**src/rtl/input_process_uart.sv**
```systemverilog
// Receive-side frame decoder: SYNC 0xAA, LEN, LEN x 16-bit words, trailer.
// A validated message is held in a word buffer until the host drains it with RD.
module input_process_uart #(
    parameter int TIMEOUT_CYCLES = 20000,
    parameter int DEPTH_LOG2     = 8
) (
    input  logic        CLK,
    input  logic        RST,
    input  logic [7:0]  rx_data,
    input  logic        rx_valid,
    output logic        rx_ready,
    input  logic        RD,
    output logic        GOT_FULL_MESSAGE,
    output logic [15:0] FIFO_Q,
    output logic [7:0]  MSG_LEN,
    output logic        PARITY_OUT,
    output logic        FRAME_ERR,
    output logic        OVERRUN
);
    localparam int TW = $clog2(TIMEOUT_CYCLES + 1);
    localparam logic [TW-1:0] TMO_LAST = TW'(TIMEOUT_CYCLES - 1);

    typedef enum logic [2:0] {IDLE, GET_LEN, DATA_HI, DATA_LO, TRAIL, PENDING} state_t;

    state_t                state, state_next;
    logic [7:0]            len_q;
    logic [7:0]            word_cnt;
    logic [7:0]            hi_q;
    logic [DEPTH_LOG2-1:0] wr_ptr, rd_ptr;
    logic [TW-1:0]         tmo_cnt;
    logic [15:0]           mem [2**DEPTH_LOG2];

    logic byte_fire, active, expired;
    logic flush, frame_err_set, overrun_set, wr_en, rd_fire, accept_trailer;

    // Bytes are never back-pressured: the UART core cannot buffer them.
    assign rx_ready         = ~RST;
    assign byte_fire        = rx_valid && rx_ready;
    assign GOT_FULL_MESSAGE = (state == PENDING);
    assign active           = (state == GET_LEN) || (state == DATA_HI) ||
                              (state == DATA_LO) || (state == TRAIL);
    assign expired          = active && (tmo_cnt == TMO_LAST);

    always_comb begin
        state_next     = state;
        flush          = 1'b0;
        frame_err_set  = 1'b0;
        overrun_set    = 1'b0;
        wr_en          = 1'b0;
        rd_fire        = 1'b0;
        accept_trailer = 1'b0;
        // Timeout expiry takes priority over any byte arriving in the same cycle.
        if (expired) begin
            state_next    = IDLE;
            flush         = 1'b1;
            frame_err_set = 1'b1;
        end else begin
            case (state)
                IDLE: begin
                    if (byte_fire && rx_data == 8'hAA) state_next = GET_LEN;
                end
                GET_LEN: begin
                    if (byte_fire) begin
                        if (rx_data == 8'h00) begin
                            state_next    = IDLE;
                            flush         = 1'b1;
                            frame_err_set = 1'b1;
                        end else begin
                            state_next = DATA_HI;
                        end
                    end
                end
                DATA_HI: begin
                    if (byte_fire) state_next = DATA_LO;
                end
                DATA_LO: begin
                    if (byte_fire) begin
                        wr_en      = 1'b1;
                        state_next = (word_cnt + 8'd1 == len_q) ? TRAIL : DATA_HI;
                    end
                end
                TRAIL: begin
                    if (byte_fire) begin
                        if (rx_data[7:1] == 7'd0) begin
                            accept_trailer = 1'b1;
                            state_next     = PENDING;
                        end else begin
                            state_next    = IDLE;
                            flush         = 1'b1;
                            frame_err_set = 1'b1;
                        end
                    end
                end
                PENDING: begin
                    overrun_set = byte_fire;
                    if (RD && rd_ptr != DEPTH_LOG2'(MSG_LEN)) begin
                        rd_fire = 1'b1;
                        if (rd_ptr == DEPTH_LOG2'(MSG_LEN - 8'd1)) begin
                            state_next = IDLE;
                            flush      = 1'b1;
                        end
                    end
                end
                default: state_next = IDLE;
            endcase
        end
    end

    always_ff @(posedge CLK) begin
        if (RST) begin
            state      <= IDLE;
            len_q      <= '0;
            word_cnt   <= '0;
            hi_q       <= '0;
            wr_ptr     <= '0;
            rd_ptr     <= '0;
            tmo_cnt    <= '0;
            FIFO_Q     <= '0;
            MSG_LEN    <= '0;
            PARITY_OUT <= 1'b0;
            FRAME_ERR  <= 1'b0;
            OVERRUN    <= 1'b0;
        end else begin
            state     <= state_next;
            FRAME_ERR <= frame_err_set;
            OVERRUN   <= overrun_set;
            tmo_cnt   <= (active && !byte_fire && !expired) ? tmo_cnt + TW'(1) : '0;
            if (state == GET_LEN && state_next == DATA_HI) begin
                len_q    <= rx_data;
                word_cnt <= '0;
            end
            if (state == DATA_HI && state_next == DATA_LO) hi_q <= rx_data;
            if (wr_en) begin
                wr_ptr   <= wr_ptr + DEPTH_LOG2'(1);
                word_cnt <= word_cnt + 8'd1;
            end
            if (accept_trailer) begin
                MSG_LEN    <= len_q;
                PARITY_OUT <= rx_data[0];
            end
            if (rd_fire) begin
                FIFO_Q <= mem[rd_ptr];
                rd_ptr <= rd_ptr + DEPTH_LOG2'(1);
            end
            if (flush) begin
                wr_ptr   <= '0;
                rd_ptr   <= '0;
                word_cnt <= '0;
            end
        end
    end

    // Write port kept free of reset so the array maps onto block RAM.
    always_ff @(posedge CLK) begin
        if (wr_en) mem[wr_ptr] <= {hi_q, rx_data};
    end
endmodule

```
**config.mk**
```make
export PLATFORM = sky130hd
export DESIGN_NAME = input_process_uart
export DESIGN_NICKNAME = d
export VERILOG_FILES = /design/src/rtl/input_process_uart.sv
export SDC_FILE = /design/constraint.sdc
export NUM_CORES = 2
export LEC_CHECK = 0
export ABC_AREA = 1
export BUFFER_PORTS_ARGS = -buffer_cell sky130_fd_sc_hd__buf_2
export CAP_MARGIN = 15
export CORE_UTILIZATION = 50
export CTS_CLUSTER_DIAMETER = 80
export DETAILED_ROUTE_END_ITERATION = 12
export PLACE_DENSITY = 0.68
export SKIP_CTS_REPAIR_TIMING = 1
export SYNTH_ARGS = -nofsm -noshare
export SYNTH_HDL_FRONTEND = slang
export SYNTH_SLANG_ARGS = --single-unit
```
**constraint.sdc**
```tcl
create_clock -name CLK -period 6.6 [get_ports CLK]
set_clock_uncertainty 0.2 [all_clocks]
set_input_delay 0 -clock CLK [delete_from_list [all_inputs] [get_ports CLK]]
set_output_delay 0 -clock CLK [all_outputs]
set_load 0.05 [all_outputs]
```
# == After elaboration in Yosys (flattened, before gate mapping) ==
# Memory sizes are Yosys's and may differ from the RTL's. A register that Yosys moved wholly into a read port is not among the register bits.
# Index checks and enable logic that the tools add are counted.
# classes
add_sub_neg,5
n_mul,0
div,0
magnitude_cmp,0
n_eq_ne,12
shift,0
muxes,36
bitwise,3
reduce_logical,20
# ops
operator,count
$mux W3,10
$add A8 B1 Y8 const B,3
$mux W1,20
$pmux W3 S6,1
$eq A8 B8 Y1,2
$mux W8,2
$add A15 B1 Y15 const B,1
$eq A15 B15 Y1 const B,1
$eq A3 B2 Y1 const B,4
$eq A8 B8 Y1 const B,1
$logic_and A1 B1 Y1,8
$logic_not A8 Y1,1
$ne A8 B8 Y1,1
$sub A8 B1 Y8 const B,1
$logic_not A7 Y1,1
$eq A3 B3 Y1 const B,2
$reduce_or A2 Y1,2
$eq A3 B1 Y1 const B,1
$logic_not A3 Y1,1
$logic_or A1 B1 Y1,3
$not A1 Y1,3
$pmux W1 S3,1
$reduce_or A3 Y1,1
$logic_not A1 Y1,2
other kinds (3),3
# word_totals
reg_bits,69
latchBits,0
ram_bits,4096
mem_bits_ro,0
out_inout_bits,29
n_memories,1
# memory_table
name,words,width,rd,rd_clocked_by_memory_dff,write_ports,line,rtl
mem,256,16,1,1,1,31,logic [15:0] mem [2**DEPTH_LOG2];

# == Depth between registers and ports, before layout ==
# logic_depth
ltp_word,10
mapped_depth,19
depth_no_buf,18

# == Worst setup path before layout ==
# OpenSTA, ideal clock, no wires.
# synth_timing
kind,register -> register
from,register hi_q[2]
to,memory mem[0][10] (data pin)
setup_time_ps,856
arrival_ps,3397
setup_slack_ps,2147
path_stages_with_launch,1
n_path_buf,0
cell_sequence,dfxtp_1
# synth_rtl
element,line,rtl
from (decl),28,logic [7:0] hi_q;
from (signal assigned),132,if (state == DATA_HI && state_next == DATA_LO) hi_q <= rx_data;
to (decl),31,
# No word-level cell before the write port.

# == Worst setup path after layout ==
# layout_timing
from,register state[1]
to,memory mem[188][8] (enable)
# layout_via
elab_chain_len,8
elab_cells_between_ends,12
classes_between,eq/ne: 4; mux: 4; reduce/logical: 4
# layout_lines
element,line,rtl
from (decl),25,"state_t state, state_next;"
from (signal assigned),124,state <= state_next;
$eq A3 B1 Y1 or $eq A3 B2 Y1 (tied branches),40,assign active = (state == GET_LEN) || (state == DATA_HI) ||
$logic_or A1 B1 Y1 (2 in a row),40,
$logic_or A1 B1 Y1,41,(state == DATA_LO) || (state == TRAIL);
$logic_and A1 B1 Y1,42,assign expired = active && (tmo_cnt == TMO_LAST);
$mux W1 *,53,if (expired) begin
$mux W1 *,155,"if (wr_en) mem[wr_ptr] <= {hi_q, rx_data};"
$mux W1 (implied by the code) *,155,
# Every way passes the cells marked *; elsewhere a longest branch is shown, timed or not.

==> impl_metrics.tcl <==
set metrics [dict create \
    status "complete, but fails checks" \
    violations "hold timing" \
    whs_path_depth 5 \
    drive_gt1_frac 0.0792 \
    drt_iter0_drc 16000 \
    holdPathEnd "OVERRUN" \
    worstPathArrival_ns 5.29 \
    drcViolationCount 0 \
    start_util 0.503 \
    cpPeakStageDelay_ns 0.96 \
    p_comb_frac 0.007 \
    htreeDepth 5 \
    route.met2.wl_mm 216 \
    coreArea_mm2 0.331 \
    cpMostUsedCell "nor2_1" \
    p_leak_nw 58.4 \
    yosys_most_used_dff "edfxtp_1" \
    ys_ff_latch 4181 \
    synthTopCellsByArea "edfxtp_1 (74%), o21ai_0 (5.3%), nand3_1 (4.7%)" \
    switching_share 0.200 \
    yosys_warnings 0 \
    final_net_count 13300 \
    drt-wirelength-per-cell_um 26.4 \
    place_ws_ns 1.90 \
    grt_max_degree 209 \
    clk_latency_ns 0.99 \
    worstPathRequired_ns 7.08 \
    hpwlAfterDp_mm 257 \
    crit_slowest_cell "nor2_1" \
    synth_most_common_cell "edfxtp_1" \
    syn_to_final_growth_pct 11.5 \
    grtUsageTotal 0.277 \
    drt.antenna.violating_nets 0 \
    grt_overflow 0 \
    fill_cells 26200 \
    relSlewSlack 0.0843 \
    synth_area_leader_cell "edfxtp_1" \
    rows 211 \
    cts-root-buf "clkbuf_16" \
    p_per_area_mw_per_mm2 282 \
    r2r_slack_ns 1.79 \
    floorplan.io_pins 41 \
    grt_pass1_wl_mm 685 \
    path_clk_slew_ns 0.06 \
    critPathKind "reg2reg" \
    die_y_um 579 \
    path_cells "nor2_1 > inv_1 > nor2_1 > nor2_1 > nor3_1 > nor2_1 > buf_4 > inv_1 > nor2_1 > nand2_2 > nor2_1 > buf_4" \
    ff_latch_area_mm2 0.125 \
    synth_nets 13400 \
    p_total_w 0.0523 \
    worstSetupStartpointType "register" \
    syn_avg_cell_area_um2 12.5 \
    synth_area_mm2 0.166 \
    wl_met3_mm 54.0 \
    p_sw_w 0.0105 \
    crit_family "simple AND/OR/NAND/NOR gates" \
    synth_cell_types 41 \
    cts.path.max_buffers 4 \
    reg2reg_depth 12 \
    min_period_over_period 0.728 \
    layout_setup_ws_ns 1.79 \
    fin_area_mm2 0.185 \
    tightest_slew_ns 1.37 \
    gp_congestion 0.944 \
    dieArea_mm2 0.335 \
    maxUsedRoutingLayer "met5" \
    cts_tree "built" \
    multi_input_area_mm2 0.0368 \
    place_area_mm2 0.172 \
    cts_buffers 410 \
    hold_violations 1 \
    antenna_found_initial 22 \
    p_clk_frac 0.440 \
    die_w_um 579 \
    clock.fmax_mhz 208 \
    synth-edff-count 4096 \
    hold_start "RST" \
    dr.pass1.iters 7 \
    via_per_inst 6.12 \
    hold_path_class "in2reg" \
    cp_max_fo 19 \
    worstReg2RegEnd "mem[188][8]" \
    cap_viol_max_count 0 \
    r2r-start "state[1]" \
    hold_slack_ns -0.0225 \
    seq_area_frac_synth 0.750 \
    wl_met1_mm 181 \
    path_buf_inv 4 \
    grt_pass1_vias 101000 \
    clkSinkCount 4181 \
    synthCells 13300 \
    setup_violations 0 \
    portBuffers 40 \
    routed-via-count 110000 \
    synth_top_area_share 0.740 \
    peakVddDrop_mv 0.240 \
    cellInternalPower_w 0.0419 \
    critical_path.endpoint_type "register" \
    drv_slew 0 \
    p_seq_frac 0.553 \
    timing.final.crit_period_ns 4.81 \
    routed_wl_mm 476 \
    synthTopCellsByCount "edfxtp_1 (4,096), nor2_1 (1,964), o21ai_0 (1,747)" \
    tns_ns 0 \
    async_flop_share 0 \
    rsz0062_at_grt "no" \
]
## cells by family (layout without fill, tap and decap cells)
group                    after synthesis  count (layout)  share of synthesized area
buffers and inverters               1151            1423                     0.0290
adder cells (fa/ha/maj)                8               8                   0.000602
AND/OR/NAND/NOR                     5258            5258                      0.131
AO/OA/AOI/OAI                       2730            2730                     0.0888
other                                  0              19                          0
flip-flops                          4181            4181                      0.750
XOR/XNOR                              12              12                   0.000632
## cells in the final DEF, fill, tap and decap left out, types with 7 or more instances in the layout
cell | netlist | layout
nor2_1 | 1964 | 1963
dlygate4sd3_1 | 0 | 24
buf_12 | 0 | 58
nand4_1 | 8 | 8
dfxtp_4 | 0 | 14
clkinv_2 | 0 | 78
nand2_2 | 2 | 17
nand3_1 | 1553 | 1553
nand2_1 | 1694 | 1678
buf_4 | 29 | 343
ha_1 | 8 | 8
buf_2 | 265 | 32
diode_2 | 0 | 19
clkbuf_16 | 0 | 414
bufinv_16 | 0 | 32
inv_6 | 0 | 14
nor3_1 | 12 | 12
clkbuf_8 | 0 | 7
nor3b_1 | 11 | 11
clkinvlp_4 | 0 | 13
o22ai_1 | 816 | 816
edfxtp_1 | 4096 | 4096
dfxtp_1 | 85 | 70
o21a_1 | 19 | 19
o21ai_0 | 1747 | 1747
buf_8 | 1 | 8
clkinv_1 | 2 | 97
a21oi_1 | 136 | 136
inv_1 | 186 | 182
clkbuf_1 | 559 | 82
xor2_1 | 7 | 7
## metal layers
metal	vias up	GRT usage
li1	48600	-
met1	54200	0.387
met2	6286	0.417
met3	1032	0.0574
met4	14	0.131
met5	-	0
## worst min-delay path: stages
cell and delay (ns):
dlygate4sd3_1 0.56, buf_2 0.15, nor2_1 0.13, inv_1 0.14
nor4_1 0.11
## power by group through the flow
| stage | combinational [W] | clock [W] | sequential (W) |
|---|---|---|---|
| 2_1_floorplan | 0.0000212 | 0 | 0.0295 |
| 3_3_place_gp | 0.000330 | 0 | 0.0295 |
| 3_5_place_dp | 0.000337 | 0 | 0.0295 |
| 4_1_cts | 0.000336 | 0.0231 | 0.0289 |
| 5_1_grt | 0.000383 | 0.0241 | 0.0289 |
| 6_report | 0.000372 | 0.0230 | 0.0289 |
## area by class of cell
type / count / area share
sequential: 4181 / 0.673
multi-input combinational: 8008 / 0.199
clock buffer: 503 / 0.0581
tap: 4366 / 0.0295
timing repair buffer: 475 / 0.0240
clock inverter: 251 / 0.0125
inverter: 194 / 0.00412
antenna: 19 / 0.000256
## sequential cells by signal, summed over array words and instances, names as in the netlist
name,count
mem,4096
rd_ptr,8
PARITY_OUT,1
FRAME_ERR,1
word_cnt,8
tmo_cnt,15
len_q,8
MSG_LEN,8
OVERRUN,1
state,3
wr_ptr,8
hi_q,8
FIFO_Q,16
## how the worst max path moves through the flow
stage                         from     endpoint  slack, ns  cells past startpoint
after floorplan            hi_q[2]   mem[0][10]       2.15                      0
after global placement    state[1]   mem[79][9]       1.72                     10
after detailed placement  state[1]   mem[33][8]       1.90                     11
after CTS                 state[1]   mem[33][7]       1.89                     11
after global routing      state[1]   mem[32][2]       1.83                     12
final                     state[1]  mem[188][8]       1.79                     12
## through the flow
step                      instances  hold WS [ns]   util
after floorplan               13300        -0.122      -
after global placement        17200         0.181  0.519
after detailed placement      17200         0.186  0.520
after CTS                     17900        -0.855  0.559
after global routing          18000       0.00665  0.561
final                         18000       -0.0225  0.561
(Power assumes the default switching activity.)
